$ cat src/rtl/gb_lb_arbiter.sv
// Two-master localbus arbiter: the host owns the bus whenever it strobes; a
// req/ack secondary master (B) is slotted into idle cycles, and read data is routed back by tag.
`timescale 1ns/1ps
module gb_lb_arbiter #(
    parameter int AW           = 24,
    parameter int DW           = 32,
    parameter int READ_DELAY   = 3,
    parameter int STARVE_LIMIT = 1024
) (
    input  logic          clk,
    input  logic          rst,
    input  logic [AW-1:0] a_addr,
    input  logic          a_write,
    input  logic          a_read,
    input  logic [DW-1:0] a_wdata,
    output logic [DW-1:0] a_rdata,
    output logic          a_rvalid,
    input  logic          b_req,
    input  logic          b_write,
    input  logic          b_read,
    input  logic [AW-1:0] b_addr,
    input  logic [DW-1:0] b_wdata,
    output logic          b_ack,
    output logic          b_busy,
    output logic [DW-1:0] b_rdata,
    output logic          b_rvalid,
    output logic [AW-1:0] lb_addr,
    output logic          lb_write,
    output logic          lb_read,
    output logic [DW-1:0] lb_wdata,
    input  logic [DW-1:0] lb_rdata,
    input  logic          stat_clr,
    output logic          b_starve,
    output logic [15:0]   b_wait_max
);
    localparam logic [15:0] STARVE_LIMIT_W = 16'(STARVE_LIMIT);

    logic          a_strobe;
    logic          issue;
    logic          capture;
    logic          starve_evt;

    logic          pend_q, pend_d;
    logic [AW-1:0] hold_addr_q, hold_addr_d;
    logic [DW-1:0] hold_wdata_q, hold_wdata_d;
    logic          hold_write_q, hold_write_d;

    logic [AW-1:0] lb_addr_q, lb_addr_d;
    logic [DW-1:0] lb_wdata_q, lb_wdata_d;
    logic          lb_write_q, lb_write_d;
    logic          lb_read_q, lb_read_d;
    logic          lb_owner_q, lb_owner_d;   // 1 when the current bus cycle belongs to B
    logic          b_ack_q, b_ack_d;

    logic [READ_DELAY-1:0] tag_v_q, tag_v_d;
    logic [READ_DELAY-1:0] tag_o_q, tag_o_d;
    logic                  tap_v;
    logic                  tap_o;

    logic [DW-1:0] a_rdata_q, a_rdata_d;
    logic          a_rvalid_q, a_rvalid_d;
    logic [DW-1:0] b_rdata_q, b_rdata_d;
    logic          b_rvalid_q, b_rvalid_d;

    logic [15:0]   wait_q, wait_d;
    logic [15:0]   b_wait_max_q, b_wait_max_d;
    logic          b_starve_q, b_starve_d;

    assign a_strobe = a_write | a_read;
    assign issue    = pend_q & ~a_strobe;
    assign capture  = b_req & ~b_busy & (b_write | b_read);

    // The bus cycle itself counts as in flight before it enters the tag pipe.
    assign b_busy = pend_q | (lb_read_q & lb_owner_q) | (|(tag_v_q & tag_o_q));

    always_comb begin
        pend_d       = pend_q;
        hold_addr_d  = hold_addr_q;
        hold_wdata_d = hold_wdata_q;
        hold_write_d = hold_write_q;
        if (issue) begin
            pend_d = 1'b0;
        end
        if (capture) begin
            pend_d       = 1'b1;
            hold_addr_d  = b_addr;
            hold_wdata_d = b_wdata;
            hold_write_d = b_write;
        end
    end

    always_comb begin
        lb_addr_d  = lb_addr_q;
        lb_wdata_d = lb_wdata_q;
        lb_write_d = 1'b0;
        lb_read_d  = 1'b0;
        lb_owner_d = 1'b0;
        if (a_strobe) begin
            lb_addr_d  = a_addr;
            lb_wdata_d = a_wdata;
            lb_write_d = a_write;
            lb_read_d  = a_read;
        end else if (pend_q) begin
            lb_addr_d  = hold_addr_q;
            lb_wdata_d = hold_wdata_q;
            lb_write_d = hold_write_q;
            lb_read_d  = ~hold_write_q;
            lb_owner_d = 1'b1;
        end
        b_ack_d = issue;
    end

    generate
        for (genvar gi = 0; gi < READ_DELAY; gi++) begin : g_tag
            if (gi == 0) begin : g_head
                assign tag_v_d[gi] = lb_read_q;
                assign tag_o_d[gi] = lb_owner_q;
            end else begin : g_body
                assign tag_v_d[gi] = tag_v_q[gi-1];
                assign tag_o_d[gi] = tag_o_q[gi-1];
            end
        end
    endgenerate

    assign tap_v = tag_v_q[READ_DELAY-1];
    assign tap_o = tag_o_q[READ_DELAY-1];

    always_comb begin
        a_rvalid_d = tap_v & ~tap_o;
        b_rvalid_d = tap_v & tap_o;
        a_rdata_d  = a_rvalid_d ? lb_rdata : a_rdata_q;
        b_rdata_d  = b_rvalid_d ? lb_rdata : b_rdata_q;
    end

    always_comb begin
        wait_d     = wait_q;
        starve_evt = 1'b0;
        if (issue) begin
            wait_d = '0;
        end else if (pend_q && wait_q != 16'hFFFF) begin
            wait_d     = wait_q + 16'd1;
            starve_evt = (wait_d == STARVE_LIMIT_W);
        end
    end

    // A clear coinciding with an issue restarts the maximum from this wait.
    always_comb begin
        b_wait_max_d = b_wait_max_q;
        if (stat_clr) begin
            b_wait_max_d = issue ? wait_q : 16'd0;
        end else if (issue && (wait_q > b_wait_max_q)) begin
            b_wait_max_d = wait_q;
        end
        if (starve_evt) begin
            b_starve_d = 1'b1;
        end else if (stat_clr) begin
            b_starve_d = 1'b0;
        end else begin
            b_starve_d = b_starve_q;
        end
    end

    always_ff @(posedge clk or posedge rst) begin
        if (rst) begin
            pend_q       <= 1'b0;
            hold_addr_q  <= '0;
            hold_wdata_q <= '0;
            hold_write_q <= 1'b0;
            lb_addr_q    <= '0;
            lb_wdata_q   <= '0;
            lb_write_q   <= 1'b0;
            lb_read_q    <= 1'b0;
            lb_owner_q   <= 1'b0;
            b_ack_q      <= 1'b0;
            tag_v_q      <= '0;
            tag_o_q      <= '0;
            a_rdata_q    <= '0;
            a_rvalid_q   <= 1'b0;
            b_rdata_q    <= '0;
            b_rvalid_q   <= 1'b0;
            wait_q       <= '0;
            b_wait_max_q <= '0;
            b_starve_q   <= 1'b0;
        end else begin
            pend_q       <= pend_d;
            hold_addr_q  <= hold_addr_d;
            hold_wdata_q <= hold_wdata_d;
            hold_write_q <= hold_write_d;
            lb_addr_q    <= lb_addr_d;
            lb_wdata_q   <= lb_wdata_d;
            lb_write_q   <= lb_write_d;
            lb_read_q    <= lb_read_d;
            lb_owner_q   <= lb_owner_d;
            b_ack_q      <= b_ack_d;
            tag_v_q      <= tag_v_d;
            tag_o_q      <= tag_o_d;
            a_rdata_q    <= a_rdata_d;
            a_rvalid_q   <= a_rvalid_d;
            b_rdata_q    <= b_rdata_d;
            b_rvalid_q   <= b_rvalid_d;
            wait_q       <= wait_d;
            b_wait_max_q <= b_wait_max_d;
            b_starve_q   <= b_starve_d;
        end
    end

    assign lb_addr    = lb_addr_q;
    assign lb_wdata   = lb_wdata_q;
    assign lb_write   = lb_write_q;
    assign lb_read    = lb_read_q;
    assign b_ack      = b_ack_q;
    assign a_rdata    = a_rdata_q;
    assign a_rvalid   = a_rvalid_q;
    assign b_rdata    = b_rdata_q;
    assign b_rvalid   = b_rvalid_q;
    assign b_wait_max = b_wait_max_q;
    assign b_starve   = b_starve_q;

endmodule

$ cat config.mk
export PLATFORM = sky130hd
export DESIGN_NAME = gb_lb_arbiter
export DESIGN_NICKNAME = d
export VERILOG_FILES = /design/src/rtl/gb_lb_arbiter.sv
export SDC_FILE = /design/constraint.sdc
export NUM_CORES = 1
export LEC_CHECK = 0
export ABC_CLOCK_PERIOD_IN_PS = 13300
export BUFFER_PORTS_ARGS = -buffer_cell sky130_fd_sc_hd__buf_2
export CORE_MARGIN = 2
export CORE_UTILIZATION = 55
export DETAILED_ROUTE_END_ITERATION = 10
export GPL_TIMING_DRIVEN = 0
export PLACE_DENSITY = 0.94
export SYNTH_ARGS = -nofsm -noshare
export SYNTH_HDL_FRONTEND = slang
export SYNTH_SLANG_ARGS = --single-unit
$ cat constraint.sdc
create_clock -name clk -period 13.3 [get_ports clk]
set_clock_uncertainty 0.1 [all_clocks]
set_input_delay 0 -clock clk [delete_from_list [all_inputs] [get_ports clk]]
set_output_delay 0 -clock clk [all_outputs]
set_load 0.03 [all_outputs]
==> results.py, run 1 <==
metrics = {
    "place": {
        "dp_cells": 1274,
        "io_buffers": 294,
        "gp_congestion": 0.891,
        "dpl.hpwl_um": 18100,
    },
    "logic_synthesis": {
        "yosysWarnings": 0,
        "synth-seq-area-share": 0.585,
        "synth.avg_cell_area_um2": 12.6,
        "async_reset_ff_frac": 1.00,
        "synth_cell_types": 53,
        "synth_seq_cells": 222,
        "syn_inst": 754,
        "synth_top_flop_cell": "dfrtp_1",
        "syn_area_mm2": 0.00950,
        "synth.net_count": 923,
        "synth_edf_count": 0,
    },
    "routing": {
        "totalWireLength_um": 31600,
        "drt-pass1-iter-count": 6,
        "vias_per_cell": 5.78,
        "drtIter0Drc": 688,
        "post_drt_wl_per_cell_um": 21.6,
        "vias": 8467,
        "drcViolationCount": 0,
        "ant_nets": 0,
    },
    "timing": {
        "fin_crit_ns": 2.78,
        "hold_slack_ns": 0.0574,
        "min_period_over_period": 0.209,
        "finalSetupViolCount": 0,
        "slew_headroom": 0.457,
        "worst_slew_pin_slew_ns": 0.815,
        "rsz0062_at_grt": "no",
        "drv_slew": 0,
        "hold_violations": 0,
        "tns_ns": 0,
        "fmax_mhz": 360,
    },
    "finish": {
        "final_common_cell": "buf_2",
        "area_growth_syn_to_layout_pct": 42.4,
        "finalNetCount": 1394,
        "drive_gt1_frac": 0.391,
        "instances_no_fill": 1464,
        "final_cell_mix": "309 x buf_2, 222 x dfrtp_1, 151 x dlygate4sd3_1, 122 x mux2_2, 69 x nand2_1",
        "n_fill_cell": 916,
    },
    "worst_setup_path": {
        "startpoint_type": "register",
        "worstReg2RegEnd": "b_wait_max[8]$_DFFE_PP0P_",
        "cp_max_fo": 10,
        "path_buf_inv": 1,
        "critPathCaptureType": "register",
        "r2r-start": "wait_q[15]$_DFFE_PP0P_",
        "slowest_stage": "dfrtp_1",
        "crit_chain": "ha_1, a211oi_1, o21ai_0, a211oi_1, a211o_1, buf_2, a22o_1",
        "crit_arrival_ns": 3.12,
        "r2r_cells": 7,
        "r2r_slack_ns": 10.52,
        "crit_family": "compound AO/OA/AOI/OAI gates",
        "cp_common_cell": "a211oi_1",
        "critPathKind": "reg -> reg",
        "required_ns": 13.64,
        "max_stage_delay_ns": 0.55,
    },
    "global_routing": {
        "grt_pass1_vias": 8919,
        "antenna_found_initial": 1,
        "grt_first_pass_wirelength_um": 47900,
        "track_usage": 0.339,
        "grt_start_max_net_pins": 129,
        "overflow": 0,
    },
    "clock_network": {
        "cts_inserted_buffers": 23,
        "ctsHoldBuffers": 151,
        "clock_path_buffers": 3,
        "clock-root-buffer": "clkbuf_16",
        "cts.clk_slew.worst_paths_ns": 0.06,
        "post_cts_buffers": 0,
        "cts_tree": "built",
        "cts_max_level": 1,
        "cts_resized": 0,
        "clock-sinks": 222,
        "insertion_delay_ns": 0.51,
    },
    "die": {
        "rows": 48,
        "floorplan.initialDensity": 0.555,
        "boundaryPins": 295,
        "die_w_um": 135,
        "dieArea_mm2": 0.0183,
        "coreArea_mm2": 0.0171,
        "fp.dieH_um": 135,
    },
    "power_and_ir_drop": {
        "leakagePower_nw": 6.57,
        "power.density_mw_per_mm2": 188,
        "peakVddDrop_v": 0.000148,
    },
    "flow_run": {
        "max_cap_violations": 0,
    },
    "outcome": {
        "outcome": "completed",
    },
    "worst_hold_path": {
        "hold_class": "in -> async",
    },
}
[layer usage]
metal | track usage | part of all wire | up-vias
met4 | 0.175 | 0.055 | 0
met5 | 0 | 0 | -
met1 | 0.377 | 0.36 | 4181
li1 | - | - | 3634
met2 | 0.609 | 0.52 | 503
met3 | 0.0778 | 0.072 | 149
[cell usage after synthesis (all sizes together) (8+ instances only)]
library cell / instances / area, um^2
inv: 23 / 86.3
nor2: 13 / 72.6
o21ai: 77 / 393
buf: 21 / 113
nand2: 69 / 259
nand3: 13 / 70.1
mux2: 122 / 1370
clkbuf: 25 / 93.8
a21oi: 12 / 60.1
o31ai: 8 / 60.1
nand4: 10 / 68.8
ha: 17 / 213
a22o: 18 / 158
mux2i: 56 / 561
dfrtp: 222 / 5560
[stage by stage]
stage	setup WS (ns)	util	cell area, um^2	total power [mW]
2_1_floorplan	7.12	-	9500	1.56
3_3_place_gp	5.01	0.658	11300	1.78
3_5_place_dp	10.65	0.660	11300	1.82
4_1_cts	10.62	0.790	13500	2.50
5_1_grt	10.47	0.790	13500	2.64
6_report	10.52	0.791	13500	2.54
[how the worst max path moves through the flow]
stage | cells after the start | endpoint | startpoint | slack [ns]
final | 7 | b_wait_max[8]$_DFFE_PP0P_ | wait_q[15]$_DFFE_PP0P_ | 10.52
after global routing | 7 | b_wait_max[6]$_DFFE_PP0P_ | wait_q[15]$_DFFE_PP0P_ | 10.47
after CTS | 7 | b_wait_max[2]$_DFFE_PP0P_ | wait_q[15]$_DFFE_PP0P_ | 10.62
after detailed placement | 7 | b_wait_max[2]$_DFFE_PP0P_ | wait_q[15]$_DFFE_PP0P_ | 10.65
after global placement | 2 | hold_addr_q[3]$_DFFE_PP0P_ | rst | 5.01
after floorplan | 1 | a_rdata[0]$_DFFE_PP0P_ | rst | 7.12
[worst reg2reg max path, delay by kind of cell, from the launching register on]
family	cells	cell delay (ns)
compound gates	5	1.44
fa+ha+maj	1	0.35
buf+inv	1	0.29
flops	1	0.55
[cells by family (layout without fill, tap and decap cells)]
kind of cell               count (synthesis)  count (layout)  share of synthesized area
AOI/OAI and AO/OA                        136             136                     0.0882
xor gates and xnor gates                   3               3                    0.00277
adders and majority gates                 17              17                     0.0224
buffers and inverters                     69             553                     0.0308
DFF                                      222             222                      0.585
muxes                                    178             178                      0.204
other                                      0               1                          0
and+or+nand+nor                          129             129                     0.0676
[sequential cells by signal, summed over array words and instances, names as in the netlist]
name and flops:
a_rdata 32, b_rdata 32, hold_wdata_q 32, lb_wdata 32, hold_addr_q 24, lb_addr 24, b_wait_max 16, wait_q 16
tag_o_q 3, tag_v_q 3, a_rvalid 1, b_ack 1, b_rvalid 1, b_starve 1, hold_write_q 1, lb_read 1
lb_write 1, pend_q 1
[where the power goes]
| part | internal (mW) | switching, mW |
|---|---|---|
| Combinational | 0.365 | 0.530 |
| Clock | 0.369 | 0.269 |
| Sequential | 0.875 | 0.133 |
[cell type report]
type	count	area, um^2	area share
multi-input cells	463	3650	0.270
clock inverters	5	56.3	0.00416
repair buffers	446	3010	0.222
inverters	23	93.8	0.00693
plain buffers	46	206	0.0153
diodes	1	2.50	0.000185
flip-flops and latches	222	5560	0.411
well taps	225	282	0.0208
clock buffers	33	673	0.0497
Power figures use the tool's default switching activity.
==> inputs of run 2 (changes only) <==
- ABC_CLOCK_PERIOD_IN_PS: 13300 -> 2600
- CORE_UTILIZATION: 55 -> 51
- PLACE_DENSITY: 0.94 -> 0.89
- clock period: 13.3 -> 2.6 ns (I/O delays scaled with it)
==> run 2 against run 1 <==
Cell area increased by 1.3%. Core utilization down 3.5 points. Global-route usage shrank 2.6 points. Clock power rose to 5.3 times the previous value. First-iteration DRC count decreased by 14%. Combinational power grew to 5.2 times the previous value. Via count is 1.2% lower. Wire length shrank 1.5%. Clock-buffer cell count is 1 higher. Non-clock buffer count increased by 6. Setup slack worse by 10 ns. Sequential power increased to 5.1 times the previous value. Critical endpoint is now b_wait_max[6]$_DFFE_PP0P_. Largest cell class unchanged.
==> results.py, run 2 (synthesized netlist as in run 1, its figures left out) <==
metrics = {
    "timing": {
        "finalSetupViolCount": 0,
        "drv_slew": 0,
        "min_period_over_period": 0.968,
        "slew_headroom": 0.424,
        "tns_ns": 0,
        "worst_slew_pin_slew_ns": 0.864,
        "fin_crit_ns": 2.52,
        "fmax_mhz": 397,
        "hold_violations": 0,
        "fin_ws_ns": 0.0836,
    },
    "worst_setup_path": {
        "critPathKind": "reg -> reg",
        "crit_chain": "ha_1, nand2_1, o21ai_0, nor2b_1, a211oi_4, buf_2, a22o_1",
        "cp_max_fo": 10,
        "max_stage_delay_ns": 0.50,
        "crit_arrival_ns": 2.86,
        "slowest_stage": "dfrtp_1",
        "critPathCaptureType": "register",
        "r2r_cells": 7,
        "required_ns": 2.94,
        "r2r_slack_ns": 0.08,
        "startpoint_type": "register",
        "r2r-start": "wait_q[14]$_DFFE_PP0P_",
        "worstReg2RegEnd": "b_wait_max[6]$_DFFE_PP0P_",
    },
    "place": {
        "gp_congestion": 0.886,
        "io_buffers": 294,
        "dpl.hpwl_um": 18200,
        "dp_cells": 1283,
        "pre_cts_ws_ns": 0.0397,
    },
    "global_routing": {
        "grt_first_pass_wirelength_um": 48900,
        "overflow": 0,
        "antenna_found_initial": 1,
        "use_met3": 0.0687,
        "top_usage_layer": "met2",
        "track_usage": 0.313,
        "use_met1": 0.372,
        "use_met2": 0.556,
        "grt_pass1_vias": 9097,
        "grt_start_max_net_pins": 47,
    },
    "routing": {
        "vias_per_cell": 5.67,
        "ant_nets": 0,
        "vias": 8368,
        "totalWireLength_um": 31100,
        "drt-pass1-iter-count": 6,
        "post_drt_wl_per_cell_um": 21.1,
        "drcViolationCount": 0,
        "drtIter0Drc": 592,
    },
    "flow_run": {
        "max_cap_violations": 0,
    },
    "worst_hold_path": {
        "holdPathStages": 4,
        "holdPathEnd": "lb_wdata[12]$_DFFE_PP0P_",
        "hold_class": "in -> reg",
        "min_from": "a_wdata[12]",
    },
    "power_and_ir_drop": {
        "peakVddDrop_v": 0.000623,
        "power.density_mw_per_mm2": 959,
        "leakagePower_nw": 6.64,
    },
    "clock_network": {
        "cts_tree": "built",
        "cts_max_level": 1,
        "clock_path_buffers": 3,
        "clock-sinks": 222,
        "clock-root-buffer": "clkbuf_16",
        "cts_inserted_buffers": 24,
        "insertion_delay_ns": 0.51,
        "cts.clk_slew.worst_paths_ns": 0.07,
    },
    "finish": {
        "final_cell_mix": "308 x buf_2, 218 x dfrtp_1, 152 x dlygate4sd3_1, 122 x mux2_2, 69 x nand2_1",
        "fin_util": 0.755,
        "instances_no_fill": 1477,
        "finalNetCount": 1401,
        "drive_gt1_frac": 0.399,
        "final_common_cell": "buf_2",
        "area_growth_syn_to_layout_pct": 44.3,
    },
    "die": {
        "dieArea_mm2": 0.0197,
        "die_w_um": 140,
        "floorplan.initialDensity": 0.524,
        "rows": 49,
        "coreArea_mm2": 0.0181,
        "fp.dieH_um": 140,
        "boundaryPins": 295,
    },
    "outcome": {
        "outcome": "completed",
    },
}
run 2: cell count changes in the layout (fill, tap and decap cells not counted), moves of 2 or more:
| cell | change |
|---|---|
| clkbuf_16 | +2 |
| clkinv_2 | +2 |
| dfrtp_2 | +4 |
| clkinv_4 | +2 |
| clkbuf_8 | -2 |
| dfrtp_1 | -4 |
| buf_12 | +5 |
run 2: cell type report:
type / count / area [um^2]
flip-flops and latches: 222 / 5560
fillers: 1105 / 4440
multi-input cells: 463 / 3670
repair buffers: 453 / 3130
clock buffers: 34 / 699
well taps: 229 / 287
plain buffers: 45 / 205
inverters: 23 / 90.1
clock inverters: 7 / 67.6
diodes: 1 / 2.50
run 2: per-stage QoR:
| step | hold slack (ns) | power [mW] | cell area [um^2] |
|---|---|---|---|
| floorplan | -0.00771 | 8.00 | 9510 |
| global placement | 0.102 | 9.10 | 11300 |
| detailed placement | -0.0146 | 9.34 | 11400 |
| CTS | 0.108 | 12.9 | 13700 |
| global route | 0.139 | 13.7 | 13700 |
| finish | 0.137 | 13.1 | 13700 |
run 2: critical path: cells and delay by family (launching register included):
family,cells,cell delay [ns]
buffers and inverters,1,0.31
AND/OR/NAND/NOR,2,0.22
adder cells (fa/ha/maj),1,0.35
flip-flops,1,0.50
AO/OA/AOI/OAI,3,0.97
run 2: worst max-delay path by stage:
stage | slack (ns) | endpoint | from | cells after the start
floorplan | -0.40 | a_rdata[0]$_DFFE_PP0P_ | rst | 1
CTS | 0.03 | hold_wdata_q[23]$_DFFE_PP0P_ | pend_q$_DFFE_PP0P_ | 8
global route | -0.06 | b_wait_max[6]$_DFFE_PP0P_ | wait_q[14]$_DFFE_PP0P_ | 7
finish | 0.08 | b_wait_max[6]$_DFFE_PP0P_ | wait_q[14]$_DFFE_PP0P_ | 7
global placement | -1.60 | hold_wdata_q[18]$_DFFE_PP0P_ | rst | 2
detailed placement | 0.04 | hold_wdata_q[23]$_DFFE_PP0P_ | pend_q$_DFFE_PP0P_ | 8
run 2: routing by layer:
metal,vias to the layer above,part of all wire
met3,100,0.078
li1,3648,-
met5,-,0
met4,0,0.040
met2,476,0.51
met1,4144,0.37
run 2: timing repair:
| item | in CTS | in global routing |
|---|---|---|
| buffers inserted | 0 | 1 |
| hold buffers | 152 | 0 |
| endpoints found under the setup margin | 0 | 74 |
| endpoints found under the hold margin | 302 | 0 |
| gates resized for setup | 0 | 8 |
run 2: report_power, final:
group | total [mW] | internal (mW) | switching [mW] | leakage, nW
Combinational | 4.61 | 1.89 | 2.71 | 3.57
Clock | 3.36 | 1.97 | 1.39 | 0.381
Sequential | 5.19 | 4.48 | 0.707 | 2.68
Total | 13.1 | 8.34 | 4.81 | 6.64
==> inputs of run 3 (changes only) <==
- REMOVE_ABC_BUFFERS: unset -> 1
==> run 3 against run 2 <==
The run now ends with setup timing left. Wire length increased by 3.7%. Global-route usage is 0.52 points higher. Cell count shrank 2.9%. Combinational power increased by 1%. Clock-buffer cell count is 9 lower. First-iteration DRC count down 2.4%. Sequential cell count unchanged. Critical path type unchanged. Critical endpoint is now b_wait_max[0]$_DFFE_PP0P_. Largest cell class unchanged. Highest routed layer unchanged.
==> results.py, run 3 (synthesized netlist as in run 1, its figures left out) <==
metrics = {
    "global_routing": {
        "antenna_found_initial": 4,
        "track_usage": 0.318,
        "overflow": 0,
        "grt_start_max_net_pins": 129,
        "grt_pass1_vias": 8787,
        "grt_first_pass_wirelength_um": 48900,
    },
    "timing": {
        "tns_ns": -0.00531,
        "hold_violations": 0,
        "finalSetupViolCount": 1,
        "hold_slack_ns": 0.0447,
        "drv_slew": 0,
        "worst_slew_pin_slew_ns": 0.906,
        "fmax_mhz": 384,
        "min_period_over_period": 1.00,
        "fin_ws_ns": -0.00531,
        "fin_crit_ns": 2.61,
        "slew_headroom": 0.396,
    },
    "die": {
        "floorplan.initialDensity": 0.524,
        "die_w_um": 140,
        "coreArea_mm2": 0.0181,
        "fp.dieH_um": 140,
        "dieArea_mm2": 0.0197,
        "rows": 49,
        "boundaryPins": 295,
    },
    "clock_network": {
        "clock-sinks": 222,
        "clock_path_buffers": 3,
        "cts_inserted_buffers": 23,
        "clock-root-buffer": "clkbuf_16",
        "cts.clk_slew.worst_paths_ns": 0.07,
        "insertion_delay_ns": 0.51,
        "cts_tree": "built",
        "cts_max_level": 1,
    },
    "routing": {
        "post_drt_wl_per_cell_um": 22.5,
        "drt-pass1-iter-count": 5,
        "ant_nets": 0,
        "drcViolationCount": 0,
        "vias": 8287,
        "totalWireLength_um": 32300,
        "drtIter0Drc": 578,
        "vias_per_cell": 5.78,
    },
    "worst_setup_path": {
        "critPathKind": "reg -> reg",
        "critPathCaptureType": "register",
        "cp_common_cell": "a211oi_1",
        "slowest_stage": "dfrtp_1",
        "startpoint_type": "register",
        "max_stage_delay_ns": 0.49,
        "cp_max_fo": 16,
        "r2r_slack_ns": -0.005,
        "endpoint": "b_wait_max[0]$_DFFE_PP0P_",
        "crit_family": "compound AO/OA/AOI/OAI gates",
        "cp.depth": 7,
        "required_ns": 2.89,
        "r2r-start": "wait_q[15]$_DFFE_PP0P_",
        "path_buf_inv": 1,
        "crit_arrival_ns": 2.89,
        "crit_chain": "ha_1, a211oi_1, o21ai_0, a211oi_1, a211oi_4, buf_12, a22o_1",
        "worstSetupStartpoint": "wait_q[15]$_DFFE_PP0P_",
        "worstReg2RegEnd": "b_wait_max[0]$_DFFE_PP0P_",
        "r2r_cells": 7,
    },
    "outcome": {
        "outcome": "complete, but fails checks",
        "violations": "setup timing",
    },
    "finish": {
        "n_fill_cell": 1052,
        "finalNetCount": 1354,
        "multi_input_area_mm2": 0.00370,
        "instances_no_fill": 1434,
        "final_cell_mix": "294 x buf_2, 219 x dfrtp_1, 151 x dlygate4sd3_1, 122 x mux2_2, 68 x nand2_1",
        "area_growth_syn_to_layout_pct": 43.7,
        "drive_gt1_frac": 0.407,
        "final_common_cell": "buf_2",
        "regArea_mm2": 0.00556,
    },
    "power_and_ir_drop": {
        "leakagePower_nw": 6.59,
        "power.density_mw_per_mm2": 1000,
        "fin_total_pwr_mw": 13.7,
        "peakVddDrop_v": 0.000583,
    },
    "place": {
        "gp_congestion": 0.857,
        "io_buffers": 294,
        "dp_cells": 1236,
        "dpl.hpwl_um": 16800,
    },
    "flow_run": {
        "max_cap_violations": 0,
    },
    "worst_hold_path": {
        "hold_class": "in -> reg",
    },
}
## run 3: worst reg2reg max path, cell delays in order (launching register included)
cell      delay [ns]
dfrtp_1         0.49
ha_1            0.36
a211oi_1        0.33
o21ai_0         0.20
a211oi_1        0.49
a211oi_4        0.13
buf_12          0.17
a22o_1          0.19
## run 3: final cells by class
cell class / count / area share
sequential: 222 / 0.407
antenna: 4 / 0.000733
timing repair buffer: 452 / 0.231
inverter: 23 / 0.00687
tap: 229 / 0.0210
clock inverter: 16 / 0.0182
clock buffer: 25 / 0.0442
multi-input combinational: 463 / 0.271
## run 3: how the worst min path moves through the flow
stage                startpoint                           end  slack (ns)  depth (start not counted)
floorplan               a_write            lb_write$_DFF_PP0_      -0.008                          1
global placement    a_wdata[28]      lb_wdata[28]$_DFFE_PP0P_        0.10                          3
detailed placement    a_addr[3]        lb_addr[3]$_DFFE_PP0P_        0.11                          3
CTS                       b_req   hold_addr_q[23]$_DFFE_PP0P_        0.06                          5
global route              b_req  hold_wdata_q[22]$_DFFE_PP0P_        0.06                          5
finish                    b_req  hold_wdata_q[22]$_DFFE_PP0P_        0.04                          5
## run 3: power by group
group          switching [mW]  leakage (nW)  internal, mW
clock network            1.48         0.411          2.28
registers               0.760          2.68          4.48
logic                    2.76          3.49          1.91
## run 3: layer usage
| metal | track usage | vias to the layer above | share of wire |
|---|---|---|---|
| met2 | 0.571 | 479 | 0.52 |
| met3 | 0.0667 | 163 | 0.072 |
| met1 | 0.347 | 4093 | 0.34 |
| met5 | 0 | - | 0 |
| li1 | - | 3552 | - |
| met4 | 0.192 | 0 | 0.063 |
## run 3: repair_timing
item / 4_1_cts / 5_1_grt
hold endpoints to repair: 308 / 0
buffers inserted: 0 / 2
pin swaps: 0 / 2
gates resized for setup: 3 / 5
endpoints found under the setup margin: 63 / 35
hold buffers: 151 / 0
## run 3: metrics by stage
stage,util,instance area [um^2],setup slack (ns)
finish,0.752,13700,-0.00531
detailed placement,0.618,11200,-0.165
global placement,0.609,11100,-5.78
CTS,0.749,13600,0.0488
global route,0.752,13700,-0.0945
floorplan,-,9300,-3.58
